**config.mk**
```make
export PLATFORM = sky130hd
export DESIGN_NAME = dmem_lsu_flat
export DESIGN_NICKNAME = d
export VERILOG_FILES = /design/src/rtl/lsu_pkg.sv /design/src/rtl/dmem_lsu_if.sv /design/src/rtl/lsu_load_align.sv /design/src/rtl/dmem_lsu.sv /design/src/flat_wrapper.sv
export SDC_FILE = /design/constraint.sdc
export NUM_CORES = 1
export LEC_CHECK = 0
export ABC_AREA = 1
export ABC_CLOCK_PERIOD_IN_PS = 2600
export CAP_MARGIN = 20
export CORE_MARGIN = 5
export CORE_UTILIZATION = 50
export DETAILED_ROUTE_END_ITERATION = 8
export MAX_ROUTING_LAYER = met4
export PLACE_DENSITY_LB_ADDON = 0.2
export SLEW_MARGIN = 20
export SYNTH_ARGS = -nofsm -noshare
export SYNTH_HDL_FRONTEND = slang
export SYNTH_SLANG_ARGS = --single-unit
```
**constraint.sdc**
```tcl
create_clock -name clk_i -period 2.6 [get_ports clk_i]
set_clock_uncertainty 0.2 [all_clocks]
set_input_delay 0.39 -clock clk_i [delete_from_list [all_inputs] [get_ports clk_i]]
set_output_delay 0.39 -clock clk_i [all_outputs]
set_load 0.01 [all_outputs]
```
**src/rtl/lsu_pkg.sv**
```systemverilog
// Shared definitions for the data-memory load/store unit: funct3 encodings,
// access-size codes, FSM states and decode helpers.
package lsu_pkg;

    localparam int WADDR_W_DEFAULT = 14;

    // RISC-V load/store funct3 encodings (stores reuse the B/H/W codes)
    localparam logic [2:0] F3_B  = 3'b000;
    localparam logic [2:0] F3_H  = 3'b001;
    localparam logic [2:0] F3_W  = 3'b010;
    localparam logic [2:0] F3_BU = 3'b100;
    localparam logic [2:0] F3_HU = 3'b101;

    // Access size codes carried in funct3[1:0]
    localparam logic [1:0] SZ_BYTE = 2'b00;
    localparam logic [1:0] SZ_HALF = 2'b01;
    localparam logic [1:0] SZ_WORD = 2'b10;

    typedef enum logic [0:0] {
        ST_IDLE  = 1'b0,
        ST_BEAT2 = 1'b1
    } lsu_state_e;

    // Byte-lane mask of an access that starts at lane 0
    function automatic logic [3:0] size_mask(input logic [1:0] sz);
        logic [3:0] m;
        case (sz)
            SZ_BYTE: m = 4'b0001;
            SZ_HALF: m = 4'b0011;
            SZ_WORD: m = 4'b1111;
            default: m = 4'b0000;
        endcase
        return m;
    endfunction

    // Encodings that are neither a legal load nor a legal store
    function automatic logic funct3_illegal(input logic we, input logic [2:0] f3);
        logic ill;
        if (f3[1:0] == 2'b11) begin
            ill = 1'b1;
        end else if (we) begin
            ill = f3[2];
        end else begin
            ill = (f3 == 3'b110);
        end
        return ill;
    endfunction

endpackage

```
**src/rtl/dmem_lsu_if.sv**
```systemverilog
// Request/response handshake plus the four byte-lane RAM port of the LSU.
// master = requester side (core and memory model), slave = the LSU.
interface dmem_lsu_if #(
    parameter int WADDR_W = lsu_pkg::WADDR_W_DEFAULT
) ();
    logic               req_valid_i;
    logic               req_ready_o;
    logic               req_we_i;
    logic [2:0]         req_funct3_i;
    logic [31:0]        req_addr_i;
    logic [31:0]        req_wdata_i;
    logic [WADDR_W-1:0] mem_addr_o;
    logic [3:0]         mem_wren_o;
    logic [31:0]        mem_wdata_o;
    logic [31:0]        mem_rdata_i;
    logic               rsp_valid_o;
    logic [31:0]        rsp_rdata_o;
    logic               rsp_err_o;

    modport master (
        output req_valid_i, req_we_i, req_funct3_i, req_addr_i, req_wdata_i, mem_rdata_i,
        input  req_ready_o, mem_addr_o, mem_wren_o, mem_wdata_o,
               rsp_valid_o, rsp_rdata_o, rsp_err_o
    );

    modport slave (
        input  req_valid_i, req_we_i, req_funct3_i, req_addr_i, req_wdata_i, mem_rdata_i,
        output req_ready_o, mem_addr_o, mem_wren_o, mem_wdata_o,
               rsp_valid_o, rsp_rdata_o, rsp_err_o
    );
endinterface

```
**src/rtl/lsu_load_align.sv**
```systemverilog
// Load data alignment: picks the addressed bytes out of a two-word window
// ({beat2 word, beat1 word}) and applies sign or zero extension.
module lsu_load_align
    import lsu_pkg::*;
(
    input  logic [63:0] window,
    input  logic [1:0]  offset,
    input  logic [2:0]  funct3,
    output logic [31:0] rdata
);

    logic [31:0] sel_s;

    assign sel_s = 32'(window >> {offset, 3'b000});

    // Extend the selected byte/halfword according to the load type
    always_comb begin
        rdata = 32'h0000_0000;
        case (funct3)
            F3_B:    rdata = {{24{sel_s[7]}}, sel_s[7:0]};
            F3_H:    rdata = {{16{sel_s[15]}}, sel_s[15:0]};
            F3_W:    rdata = sel_s;
            F3_BU:   rdata = {24'h00_0000, sel_s[7:0]};
            F3_HU:   rdata = {16'h0000, sel_s[15:0]};
            default: rdata = 32'h0000_0000;
        endcase
    end

endmodule

```
**src/rtl/dmem_lsu.sv**
```systemverilog
// Data-memory load/store unit in front of four byte-lane RAMs. Misaligned
// accesses that spill past a word boundary take a second beat on word+1.
module dmem_lsu
    import lsu_pkg::*;
#(
    parameter int WADDR_W = WADDR_W_DEFAULT
) (
    input  logic      clk_i,
    input  logic      rst_ni,
    dmem_lsu_if.slave bus
);

    lsu_state_e         state_r;
    lsu_state_e         state_n;

    // Request decode
    logic [1:0]         req_off_s;
    logic [WADDR_W-1:0] req_word_s;
    logic               illegal_s;
    logic [7:0]         req_mask_s;
    logic [63:0]        req_wwin_s;
    logic               cross_s;
    logic               unused_s;

    // Second-beat context captured on a crossing accept
    logic               capture_s;
    logic [WADDR_W-1:0] word_r;
    logic [1:0]         off_r;
    logic [2:0]         funct3_r;
    logic               we_r;
    logic [31:0]        wdata2_r;
    logic [3:0]         wren2_r;
    logic [31:0]        hold_r;

    // Memory port
    logic [WADDR_W-1:0] last_addr_r;
    logic [WADDR_W-1:0] mem_addr_s;
    logic [3:0]         mem_wren_s;
    logic [31:0]        mem_wdata_s;

    // Load alignment
    logic [63:0]        align_win_s;
    logic [1:0]         align_off_s;
    logic [2:0]         align_f3_s;
    logic [31:0]        align_data_s;

    // Response
    logic               rsp_valid_r;
    logic               rsp_err_r;
    logic [31:0]        rsp_rdata_r;
    logic               rsp_valid_n;
    logic               rsp_err_n;
    logic [31:0]        rsp_rdata_n;

    assign req_off_s  = bus.req_addr_i[1:0];
    assign req_word_s = bus.req_addr_i[WADDR_W+1:2];
    assign unused_s   = ^bus.req_addr_i[31:WADDR_W+2];
    assign illegal_s  = funct3_illegal(bus.req_we_i, bus.req_funct3_i);

    // Lane mask and store data over two words; the upper half is the second beat
    assign req_mask_s = {4'b0000, size_mask(bus.req_funct3_i[1:0])} << req_off_s;
    assign req_wwin_s = {32'h0000_0000, bus.req_wdata_i} << {req_off_s, 3'b000};
    assign cross_s    = (req_mask_s[7:4] != 4'b0000) && !illegal_s;

    assign bus.req_ready_o = (state_r == ST_IDLE);
    assign bus.mem_addr_o  = mem_addr_s;
    assign bus.mem_wren_o  = mem_wren_s;
    assign bus.mem_wdata_o = mem_wdata_s;
    assign bus.rsp_valid_o = rsp_valid_r;
    assign bus.rsp_rdata_o = rsp_rdata_r;
    assign bus.rsp_err_o   = rsp_err_r;

    // Alignment window: live read word alone in IDLE, {live, held} in BEAT2
    always_comb begin
        align_win_s = {32'h0000_0000, bus.mem_rdata_i};
        align_off_s = req_off_s;
        align_f3_s  = bus.req_funct3_i;
        if (state_r == ST_BEAT2) begin
            align_win_s = {bus.mem_rdata_i, hold_r};
            align_off_s = off_r;
            align_f3_s  = funct3_r;
        end else begin
            align_win_s = {32'h0000_0000, bus.mem_rdata_i};
        end
    end

    lsu_load_align u_align (
        .window (align_win_s),
        .offset (align_off_s),
        .funct3 (align_f3_s),
        .rdata  (align_data_s)
    );

    // FSM next state, memory beat drive and next response values
    always_comb begin
        state_n     = state_r;
        mem_addr_s  = last_addr_r;
        mem_wren_s  = 4'b0000;
        mem_wdata_s = 32'h0000_0000;
        capture_s   = 1'b0;
        rsp_valid_n = 1'b0;
        rsp_err_n   = 1'b0;
        rsp_rdata_n = 32'h0000_0000;
        case (state_r)
            ST_IDLE: begin
                if (bus.req_valid_i) begin
                    mem_addr_s = req_word_s;
                    if (illegal_s) begin
                        rsp_valid_n = 1'b1;
                        rsp_err_n   = 1'b1;
                    end else begin
                        if (bus.req_we_i) begin
                            mem_wren_s  = req_mask_s[3:0];
                            mem_wdata_s = req_wwin_s[31:0];
                        end else begin
                            mem_wren_s  = 4'b0000;
                        end
                        if (cross_s) begin
                            state_n   = ST_BEAT2;
                            capture_s = 1'b1;
                        end else begin
                            rsp_valid_n = 1'b1;
                            rsp_rdata_n = bus.req_we_i ? 32'h0000_0000 : align_data_s;
                        end
                    end
                end else begin
                    state_n = ST_IDLE;
                end
            end
            ST_BEAT2: begin
                mem_addr_s  = word_r + WADDR_W'(1);
                if (we_r) begin
                    mem_wren_s  = wren2_r;
                    mem_wdata_s = wdata2_r;
                end else begin
                    mem_wren_s  = 4'b0000;
                end
                rsp_valid_n = 1'b1;
                rsp_rdata_n = we_r ? 32'h0000_0000 : align_data_s;
                state_n     = ST_IDLE;
            end
            default: begin
                state_n = ST_IDLE;
            end
        endcase
    end

    // FSM state register
    always_ff @(posedge clk_i or negedge rst_ni) begin
        if (!rst_ni) begin
            state_r <= ST_IDLE;
        end else begin
            state_r <= state_n;
        end
    end

    // Capture beat-1 read data and the second-beat store context
    always_ff @(posedge clk_i or negedge rst_ni) begin
        if (!rst_ni) begin
            word_r   <= '0;
            off_r    <= 2'b00;
            funct3_r <= 3'b000;
            we_r     <= 1'b0;
            wdata2_r <= 32'h0000_0000;
            wren2_r  <= 4'b0000;
            hold_r   <= 32'h0000_0000;
        end else if (capture_s) begin
            word_r   <= req_word_s;
            off_r    <= req_off_s;
            funct3_r <= bus.req_funct3_i;
            we_r     <= bus.req_we_i;
            wdata2_r <= bus.req_we_i ? req_wwin_s[63:32] : 32'h0000_0000;
            wren2_r  <= bus.req_we_i ? req_mask_s[7:4] : 4'b0000;
            hold_r   <= bus.mem_rdata_i;
        end
    end

    // Memory address holds its last driven value between beats
    always_ff @(posedge clk_i or negedge rst_ni) begin
        if (!rst_ni) begin
            last_addr_r <= '0;
        end else begin
            last_addr_r <= mem_addr_s;
        end
    end

    // Registered completion pulse and its data/error
    always_ff @(posedge clk_i or negedge rst_ni) begin
        if (!rst_ni) begin
            rsp_valid_r <= 1'b0;
            rsp_err_r   <= 1'b0;
            rsp_rdata_r <= 32'h0000_0000;
        end else begin
            rsp_valid_r <= rsp_valid_n;
            rsp_err_r   <= rsp_err_n;
            rsp_rdata_r <= rsp_rdata_n;
        end
    end

endmodule

```
**src/flat_wrapper.sv**
```systemverilog
// flat-port wrapper written by rule: the top's interface ports become plain ports
module dmem_lsu_flat import lsu_pkg::*;
#(
    parameter int WADDR_W = WADDR_W_DEFAULT
)
  (clk_i, rst_ni, bus_req_valid_i, bus_req_we_i, bus_req_funct3_i, bus_req_addr_i, bus_req_wdata_i, bus_mem_rdata_i, bus_req_ready_o, bus_mem_addr_o, bus_mem_wren_o, bus_mem_wdata_o, bus_rsp_valid_o, bus_rsp_rdata_o, bus_rsp_err_o);
  dmem_lsu_if #(.WADDR_W(WADDR_W)) bus_i ();
  input  logic clk_i;
  input  logic rst_ni;
  input wire logic [$bits(bus_i.req_valid_i)-1:0] bus_req_valid_i;
  input wire logic [$bits(bus_i.req_we_i)-1:0] bus_req_we_i;
  input wire logic [$bits(bus_i.req_funct3_i)-1:0] bus_req_funct3_i;
  input wire logic [$bits(bus_i.req_addr_i)-1:0] bus_req_addr_i;
  input wire logic [$bits(bus_i.req_wdata_i)-1:0] bus_req_wdata_i;
  input wire logic [$bits(bus_i.mem_rdata_i)-1:0] bus_mem_rdata_i;
  output wire logic [$bits(bus_i.req_ready_o)-1:0] bus_req_ready_o;
  output wire logic [$bits(bus_i.mem_addr_o)-1:0] bus_mem_addr_o;
  output wire logic [$bits(bus_i.mem_wren_o)-1:0] bus_mem_wren_o;
  output wire logic [$bits(bus_i.mem_wdata_o)-1:0] bus_mem_wdata_o;
  output wire logic [$bits(bus_i.rsp_valid_o)-1:0] bus_rsp_valid_o;
  output wire logic [$bits(bus_i.rsp_rdata_o)-1:0] bus_rsp_rdata_o;
  output wire logic [$bits(bus_i.rsp_err_o)-1:0] bus_rsp_err_o;
  assign bus_i.req_valid_i = bus_req_valid_i;
  assign bus_i.req_we_i = bus_req_we_i;
  assign bus_i.req_funct3_i = bus_req_funct3_i;
  assign bus_i.req_addr_i = bus_req_addr_i;
  assign bus_i.req_wdata_i = bus_req_wdata_i;
  assign bus_i.mem_rdata_i = bus_mem_rdata_i;
  assign bus_req_ready_o = bus_i.req_ready_o;
  assign bus_mem_addr_o = bus_i.mem_addr_o;
  assign bus_mem_wren_o = bus_i.mem_wren_o;
  assign bus_mem_wdata_o = bus_i.mem_wdata_o;
  assign bus_rsp_valid_o = bus_i.rsp_valid_o;
  assign bus_rsp_rdata_o = bus_i.rsp_rdata_o;
  assign bus_rsp_err_o = bus_i.rsp_err_o;
  dmem_lsu #(.WADDR_W(WADDR_W)) u_core (.clk_i(clk_i), .rst_ni(rst_ni), .bus(bus_i));
endmodule
```
==> results.toml, run 1 <==
[outcome]
status = "finished, violations left"
violations = "design-rule violations, negative setup slack"

[routing]
wire_per_inst_um = 16.4
vias = 8232
ant_nets = 0
vias_per_cell = 5.38
drt_iter0_drc = 692
first_pass_iters = 7
drc_errors = 1
drt_wl_total_um = 25000

[synthesis]
syn_area_per_cell_um2 = 6.85
syn_nets = 1229
synth-seq-cells = 128
synth_cell_types = 34
seq_area_frac_synth = 0.416
ys.warnings.count = 0
postSynthCellCount = 1122
synth_area_um2 = 7690

[floorplan]
die-area_um2 = 18000
die_w_um = 134
row_count = 45
core_area_um2 = 15100
io-pin-count = 188
dieHeight_um = 134
start_util = 0.508

[sta]
setup_tns_ps = -185
worst_slew_pin_slew_ps = 502
fin_ws_ps = -104
max_slew_margin = 0.662
drv_slew = 0
rsz0062_at_grt = "yes"
hold_viol = 0
clock.fmax_ghz = 0.370
fin_crit_sh = 1.04
setup-violations-final = 4
timing.final.crit_period_ps = 2700

[cells_and_area]
syn_to_final_growth_pct = 38.3
mostFrequentLayoutCell = "nand2_1"
layout-drive-gt1-share = 0.151
stdcell_area_um2 = 10600
fin_util = 0.702
num_antenna_cells = 0
nets = 1435
mostFrequentLayoutCells = "337 x nand2_1, 127 x dfrtp_1, 126 x inv_1, 117 x o21ai_0, 117 x clkdlybuf4s50_1"

[clock_network]
cts_buffers = 17
cts_root_buffer = "clkbuf_16"
clk_pin_slew_ps = 60
clock_sinks = 128
h-tree-depth = 4
clk_latency_ps = 420
cts_tree = "built"
clk_path_buf_depth = 2

[min_path]
hp-class = "input port to asynchronous set/reset pin"

[global_route]
grt_pass1_vias = 7977
grt_usage = 0.288
grt_pass1_wl_um = 40100
overflow = 0
antenna_found_initial = 0
grt_max_degree = 52

[power]
power_uw = 6530
p_leak_uw = 0.00534
ir_worst_vdd_mv = 0.484
powerDensity_nw_per_um2 = 614

[critical_path]
r2r_end = "u_core.bus.rsp_rdata_o[26]"
worstPathRequired_ps = 2010
path_class = "flop to primary output"
r2r_start = "u_core.state_r"
ff2ff_path_depth = 11
endpoint_kind = "primary output"
critPathLaunchType = "flop"
crit_arrival_ps = 2110
r2r_setup_slack_ps = 200
critPathLaunch = "u_core.word_r[0]"
crit_fanout = 3

[placement]
place_area_um2 = 9940
hpwl_um = 17900
io_buffers = 171
pre_cts_ws_ps = -583
place_congestion = 0.950

[flow_run]
cap_violations = 0
==> layer usage <==
layer | vias up | wire, µm | global-route usage
met1 | 3815 | 10300 | 0.358
met2 | 328 | 12300 | 0.473
li1 | 4031 | - | -
met5 | - | 0 | -
met3 | 58 | 1570 | 0.0465
met4 | 0 | 817 | 0.114
==> where the power goes <==
group	total (µW)	switching [µW]	internal [µW]
registers	2540	197	2340
clock network	2400	954	1450
logic	1590	920	670
==> how the worst max path moves through the flow <==
stage,endpoint,slack (ps)
after floorplan,bus_mem_wdata_o[24],420
after global placement,bus_mem_wdata_o[4],-500
after detailed placement,bus_mem_wdata_o[7],-580
after CTS,bus_mem_addr_o[10],-170
after global routing,bus_mem_addr_o[10],-220
final,bus_mem_addr_o[10],-100
==> cells in the mapped netlist <==
master    count  area share
buf_6         5      0.0073
a31oi_1       1     0.00081
nand3_1     100       0.065
nand2_1     340        0.17
inv_1       130       0.063
nor3_1        1     0.00065
nor2_1       70       0.034
or2_0         3      0.0024
and2_0        4      0.0033
xor2_1        3      0.0034
o21ai_1       3      0.0020
ha_1          4      0.0065
a21oi_1      60       0.039
clkbuf_1     29       0.014
o21ai_0     123       0.080
nand3_2       2      0.0026
o22ai_1      44       0.036
a211oi_1      1     0.00098
or2_2         4      0.0033
o21ai_4       1      0.0021
buf_4         9      0.0088
dfrtp_1     128        0.42
nand4_1       3      0.0024
and2_1        2      0.0016
nor2_2        3      0.0024
inv_2         6      0.0029
a21oi_2       1      0.0011
a21o_1        1     0.00098
nand3b_1      1     0.00098
o21bai_1      1     0.00098
buf_1         4      0.0020
nand2_2       2      0.0016
buf_2        23       0.015
o211ai_1     10      0.0098
==> registers in the layout, summed over array words and instances, names as in the netlist <==
register and count:
u_core.bus.rsp_rdata_o 32, u_core.hold_r 32, u_core.wdata2_r 24, u_core.last_addr_r 14
u_core.word_r 14, u_core.funct3_r 3, u_core.wren2_r 3, u_core.off_r 2
u_core.bus.rsp_err_o 1, u_core.bus.rsp_valid_o 1, u_core.state_r 1, u_core.we_r 1
==> critical path, stage by stage, from the launching register on <==
cell and delay [ps]:
dfrtp_1 390, ha_2 210, nand4_1 180, nor2_4 150, buf_6 110, buf_6 90, buf_6 90, nand2_4 40
a21oi_2 130, o21ai_1 80, nand2_1 90, buf_2 130
==> area by class of cell <==
type                            count  area [µm²]
Sequential cell                   128        3200
Timing Repair Buffer              257        2360
Fill cell                        1249        4510
Clock inverter                     14         155
Inverter                          136         513
Clock buffer                       18         439
Multi-Input combinational cell    788        3730
Tap cell                          188         235
==> logic make-up (layout without fill, tap and decap cells) <==
| family | count (synthesis) | in the layout | share of synthesized area |
|---|---|---|---|
| buffers and inverters | 206 | 425 | 0.114 |
| and+or+nand+nor | 535 | 535 | 0.286 |
| AOI/OAI and AO/OA | 246 | 246 | 0.174 |
| xor gates and xnor gates | 3 | 3 | 0.00342 |
| DFF | 128 | 128 | 0.416 |
| adders and majority gates | 4 | 4 | 0.00651 |
==> metrics by stage <==
| stage | hold WS [ps] | cells |
|---|---|---|
| global placement | 163 | 1478 |
| floorplan | -106 | 1122 |
| finish | 272 | 1529 |
| CTS | 278 | 1521 |
| global route | 299 | 1529 |
| detailed placement | 161 | 1478 |
==> repair_timing <==
action / CTS / global route
resized for setup: 198 / 16
hold buffers: 1 / 0
hold endpoints to repair: 48 / 0
buffers inserted: 10 / 8
setup endpoints to repair: 50 / 48
pin swaps: 13 / 8
(Power assumes the default switching activity.)
==> run 2, diff against run 1 <==
Settings changed: CORE_MARGIN 5 to 3.
==> run 2 against run 1 <==
  * Combinational power hardly changed
  * Highest routed layer unchanged
  * Clock power is 5% higher
  * Fmax is 1.3% higher
  * Via count is 0.11% lower
  * Sequential share of layout area is 0.079 points higher
  * The flow finishes with violations (negative setup slack)
  * Wire length is 0.68% lower
  * Cell count is 0.78% lower
  * Flip-flop and latch count stayed put
==> results.toml, run 2 (synthesized netlist as in run 1, its figures left out) <==
[clock_network]
cts_buffers = 17
clk_latency_ps = 430
clk_path_buf_depth = 2
cts_root_buffer = "clkbuf_16"
h-tree-depth = 4
cts_tree = "built"
clock_sinks = 128
clk_pin_slew_ps = 60

[outcome]
violations = "negative setup slack"
status = "finished, violations left"

[critical_path]
crit_fanout = 3
ff2ff_path_depth = 8
endpoint = "bus_mem_addr_o[10]"
cp_common_cell = "buf_6"
r2r_end = "u_core.bus.rsp_rdata_o[4]"
r2r_setup_slack_ps = 130
critPathLaunchType = "flop"
crit_cells = 11
critPathSlowestCell = "dfrtp_1"
critPathLaunch = "u_core.word_r[0]"
crit_arrival_ps = 2080
cpLargestDelayFamily = "buffers and inverters"
crit_buf_inv = 4
cp_cell_sequence = "buf_6, ha_4, nand4_1, nor2_2, buf_6, buf_6, nand2_4, a21oi_2, o21ai_1, nand2_1, buf_2"
worstPathRequired_ps = 2010
slowest_delay_ps = 380
path_class = "flop to primary output"
endpoint_kind = "primary output"
r2r_start = "u_core.state_r"

[sta]
timing.final.crit_period_ps = 2670
setup-violations-final = 5
fin_ws_ps = -69.5
clock.fmax_ghz = 0.375
drv_slew = 0
fin_crit_sh = 1.03
max_slew_margin = 0.573
worst_slew_pin_slew_ps = 634
rsz0062_at_grt = "yes"
hold_viol = 0

[global_route]
overflow = 0
antenna_found_initial = 0
grt_pass1_vias = 7799
grt_max_degree = 70
grt_usage = 0.306
grt_pass1_wl_um = 39600

[power]
powerDensity_nw_per_um2 = 627
p_leak_uw = 0.00528
ir_worst_vdd_mv = 0.489

[routing]
vias = 8223
ant_nets = 0
drc_errors = 0
drt_iter0_drc = 866
first_pass_iters = 5
drt_wl_total_um = 24800
vias_per_cell = 5.42
wire_per_inst_um = 16.4

[cells_and_area]
fill_cells = 1193
fin_util = 0.716
nets = 1427
mostFrequentLayoutCells = "339 x nand2_1, 127 x inv_1, 126 x dfrtp_1, 119 x clkdlybuf4s50_1, 117 x o21ai_0"
syn_to_final_growth_pct = 38.0
num_antenna_cells = 0
mostFrequentLayoutCell = "nand2_1"
layout-drive-gt1-share = 0.141
multi_input_area_um2 = 3680
regArea_um2 = 3210
stdcell_count = 1517

[floorplan]
die_w_um = 130
row_count = 44
start_util = 0.519
core_area_um2 = 14800
die-area_um2 = 16900
io-pin-count = 188
dieHeight_um = 130

[placement]
dpl.cell_count = 1474
io_buffers = 171
hpwl_um = 17800
place_congestion = 1.05

[min_path]
hp-class = "flop to flop"

[flow_run]
cap_violations = 0
-- run 2: changes by cell type in the layout (fill, tap and decap cells not counted), sizes merged, moves of 2 or more --
cell / before / now
clkdlybuf4s50: 117 / 119
clkbuf: 21 / 28
dlygate4sd2: 9 / 6
clkdlybuf4s15: 5 / 12
buf: 121 / 102
inv: 140 / 138
-- run 2: stage by stage --
step                      TNS (ps)  instance area, µm²  hold WS, ps  power [µW]  setup slack (ps)
after detailed placement    -28730                9970          193        4100              -675
after CTS                    -63.2               10600          281        6620             -63.2
final                         -130               10600          278        6650             -69.5
after global placement      -22240                9970          193        4060              -581
after global routing         -2620               10600          296        6970              -202
after floorplan                  0                7690         -106        3400               417
-- run 2: routing by layer --
metal | track usage | share of wire
met5 | - | 0
met4 | 0.133 | 0.041
met3 | 0.0454 | 0.057
met2 | 0.485 | 0.48
met1 | 0.393 | 0.43
-- run 2: where the power goes --
part           switching [µW]  internal (µW)  leakage, µW
combinational             917            676      0.00333
clock                     954           1560     0.000293
sequential                200           2340      0.00165
-- run 2: layout make-up --
| type | count | area share |
|---|---|---|
| Multi-Input combinational cell | 788 | 0.347 |
| Clock inverter | 12 | 0.0149 |
| Tap cell | 184 | 0.0217 |
| Inverter | 136 | 0.0481 |
| Timing Repair Buffer | 249 | 0.223 |
| Clock buffer | 20 | 0.0430 |
| Sequential cell | 128 | 0.302 |
-- run 2: worst min-delay path by stage --
| stage | to | cells after the start | start | slack, ps |
|---|---|---|---|---|
| after floorplan | u_core.bus.rsp_err_o | 0 | rst_ni | -110 |
| after global placement | u_core.hold_r[31] | 1 | rst_ni | 190 |
| after detailed placement | u_core.hold_r[31] | 1 | rst_ni | 190 |
| after CTS | u_core.hold_r[4] | 2 | u_core.hold_r[4] | 280 |
| after global routing | u_core.hold_r[3] | 2 | u_core.hold_r[3] | 300 |
| final | u_core.hold_r[23] | 2 | u_core.hold_r[23] | 280 |
-- run 2: repair_timing --
item | CTS | global route
endpoints found under the hold margin | 33 | 0
hold buffers | 1 | 0
pin swaps | 8 | 4
buffers inserted | 8 | 2
resized for setup | 163 | 27
endpoints found under the setup margin | 47 | 45
-- run 2: tightest hold or removal path, stage by stage (launching register included) --
cell and delay [ps]:
dfrtp_1 340, nand2_1 50, nand2_1 50
==> run 3, diff against run 2 <==
Settings changed: ABC_CLOCK_PERIOD_IN_PS 2600 to unset, GPL_ROUTABILITY_DRIVEN set to 0.
==> run 3 against run 2 <==
  * The flow still finishes with violations (negative setup slack)
  * Global-route usage is essentially flat
  * First-iteration DRC count grew 3.5%
  * Sequential share of layout area shrank 1.0 points
  * Clock-buffer cell count is 1 higher
  * Flip-flop and latch count unchanged
  * Clock power shrank 4%
  * Via count up 6.0%
  * Power rose by 0.57%
  * Critical path type unchanged
  * Critical endpoint unchanged
  * Highest routed layer unchanged
  * Register-to-register slack about the same
  * Largest power group unchanged
  * Fmax grew 0.70%
  * Sequential power about the same
  * Hold slack lost 84 ps
==> results.toml, run 3 (synthesized netlist as in run 1, its figures left out) <==
[placement]
pre_cts_ws_ps = -617
place_area_um2 = 10000
hpwl_um = 17400
io_buffers = 171

[global_route]
overflow = 0
antenna_found_initial = 0
grt_pass1_wl_um = 39700
grt_max_degree = 53
grt_pass1_vias = 8129
grt_usage = 0.306

[clock_network]
cts_root_buffer = "clkbuf_16"
h-tree-depth = 4
clk_pin_slew_ps = 60
cts_tree = "built"
clk_latency_ps = 420
clock_sinks = 128
clk_path_buf_depth = 2
cts_buffers = 17

[routing]
drt_wl_total_um = 26400
vias_per_cell = 5.63
drc_errors = 0
wire_per_inst_um = 17.1
vias = 8714
drt_iter0_drc = 896
ant_nets = 0
first_pass_iters = 8

[cells_and_area]
mostFrequentLayoutCells = "334 x nand2_1, 125 x inv_1, 125 x dfrtp_1, 114 x clkdlybuf4s50_1, 113 x o21ai_0"
stdcell_area_um2 = 11000
num_antenna_cells = 0
syn_to_final_growth_pct = 42.8
nets = 1459
mostFrequentLayoutCell = "nand2_1"
layout-drive-gt1-share = 0.174

[floorplan]
row_count = 44
die_w_um = 130
io-pin-count = 188
dieHeight_um = 130
die-area_um2 = 16900
start_util = 0.519
core_area_um2 = 14800

[sta]
hold_viol = 0
setup_tns_ps = -69.8
max_slew_margin = 0.666
fin_crit_sh = 1.02
fin_ws_ps = -51.0
whs_ps = 194
drv_slew = 0
setup-violations-final = 3
clock.fmax_ghz = 0.377
timing.final.crit_period_ps = 2650
rsz0062_at_grt = "yes"
worst_slew_pin_slew_ps = 496

[flow_run]
cap_violations = 0

[critical_path]
worstPathRequired_ps = 2010
endpoint_kind = "primary output"
critPathLaunchType = "flop"
crit_fanout = 4
crit_arrival_ps = 2060
path_class = "flop to primary output"

[power]
powerDensity_nw_per_um2 = 610
ir_worst_vdd_mv = 0.489
p_leak_uw = 0.00555

[outcome]
status = "finished, violations left"
violations = "negative setup slack"

[min_path]
hp-class = "input port to flop"
[run 3: area by class of cell]
cell class              instances  area, µm²
fillers                      1085       3830
multi-input cells             788       3760
flip-flops and latches        128       3210
repair buffers                280       2670
inverters                     136        515
clock buffers                  21        460
well taps                     184        230
clock inverters                 9        135
repair inverters                1       5.00
[run 3: where the power goes]
group          internal, µW  leakage [µW]  total, µW  switching (µW)
clock network          1550      0.000281       2430             880
registers              2350       0.00165       2550             199
logic                   739       0.00362       1720             981
total                  4630       0.00555       6690            2060
[run 3: metal layers]
metal,vias up,track usage,wire (µm)
li1,4073,-,-
met1,3987,0.377,10100
met2,518,0.476,12500
met3,136,0.0573,2210
met4,0,0.167,1610
met5,-,-,0
[run 3: worst paths after layout]
| check | startpoint | end | slack, ps | depth (start not counted) |
|---|---|---|---|---|
| min in group asynchronous | rst_ni | u_core.bus.rsp_rdata_o[5] | 270 | 2 |
| max in group asynchronous | rst_ni | u_core.bus.rsp_rdata_o[22] | 1290 | 3 |
| worst max-delay path | u_core.word_r[0] | bus_mem_addr_o[10] | -50 | 10 |
| worst min register to register | u_core.we_r | u_core.we_r | 270 | 2 |
| worst min-delay path | bus_req_funct3_i[0] | u_core.funct3_r[0] | 190 | 4 |
| worst max register to register | u_core.word_r[0] | u_core.last_addr_r[10] | 130 | 14 |
[run 3: through the flow]
step,total power (µW),instances,util
after floorplan,3400,1122,-
after global placement,4050,1476,0.675
after detailed placement,4100,1476,0.675
after CTS,6570,1534,0.723
after global routing,7010,1547,0.741
final,6690,1547,0.741
[run 3: worst max-delay path, stage by stage, from the launching register on]
cell and delay, ps:
dfrtp_2 390, buf_6 110, ha_4 120, nand4_1 150, nor2_2 200, buf_6 140, nand2_4 50, a21oi_2 180
o21ai_2 90, nand2_2 100, buf_6 110
[run 3: what timing repair did]
action                                 4_1_cts  5_1_grt
setup buffers                               27        6
pin swaps                                   10        8
endpoints found under the hold margin       29        0
gates cloned                                 0        8
gates resized for setup                    204       47
hold buffers                                 1        0
setup endpoints to repair                   49      159
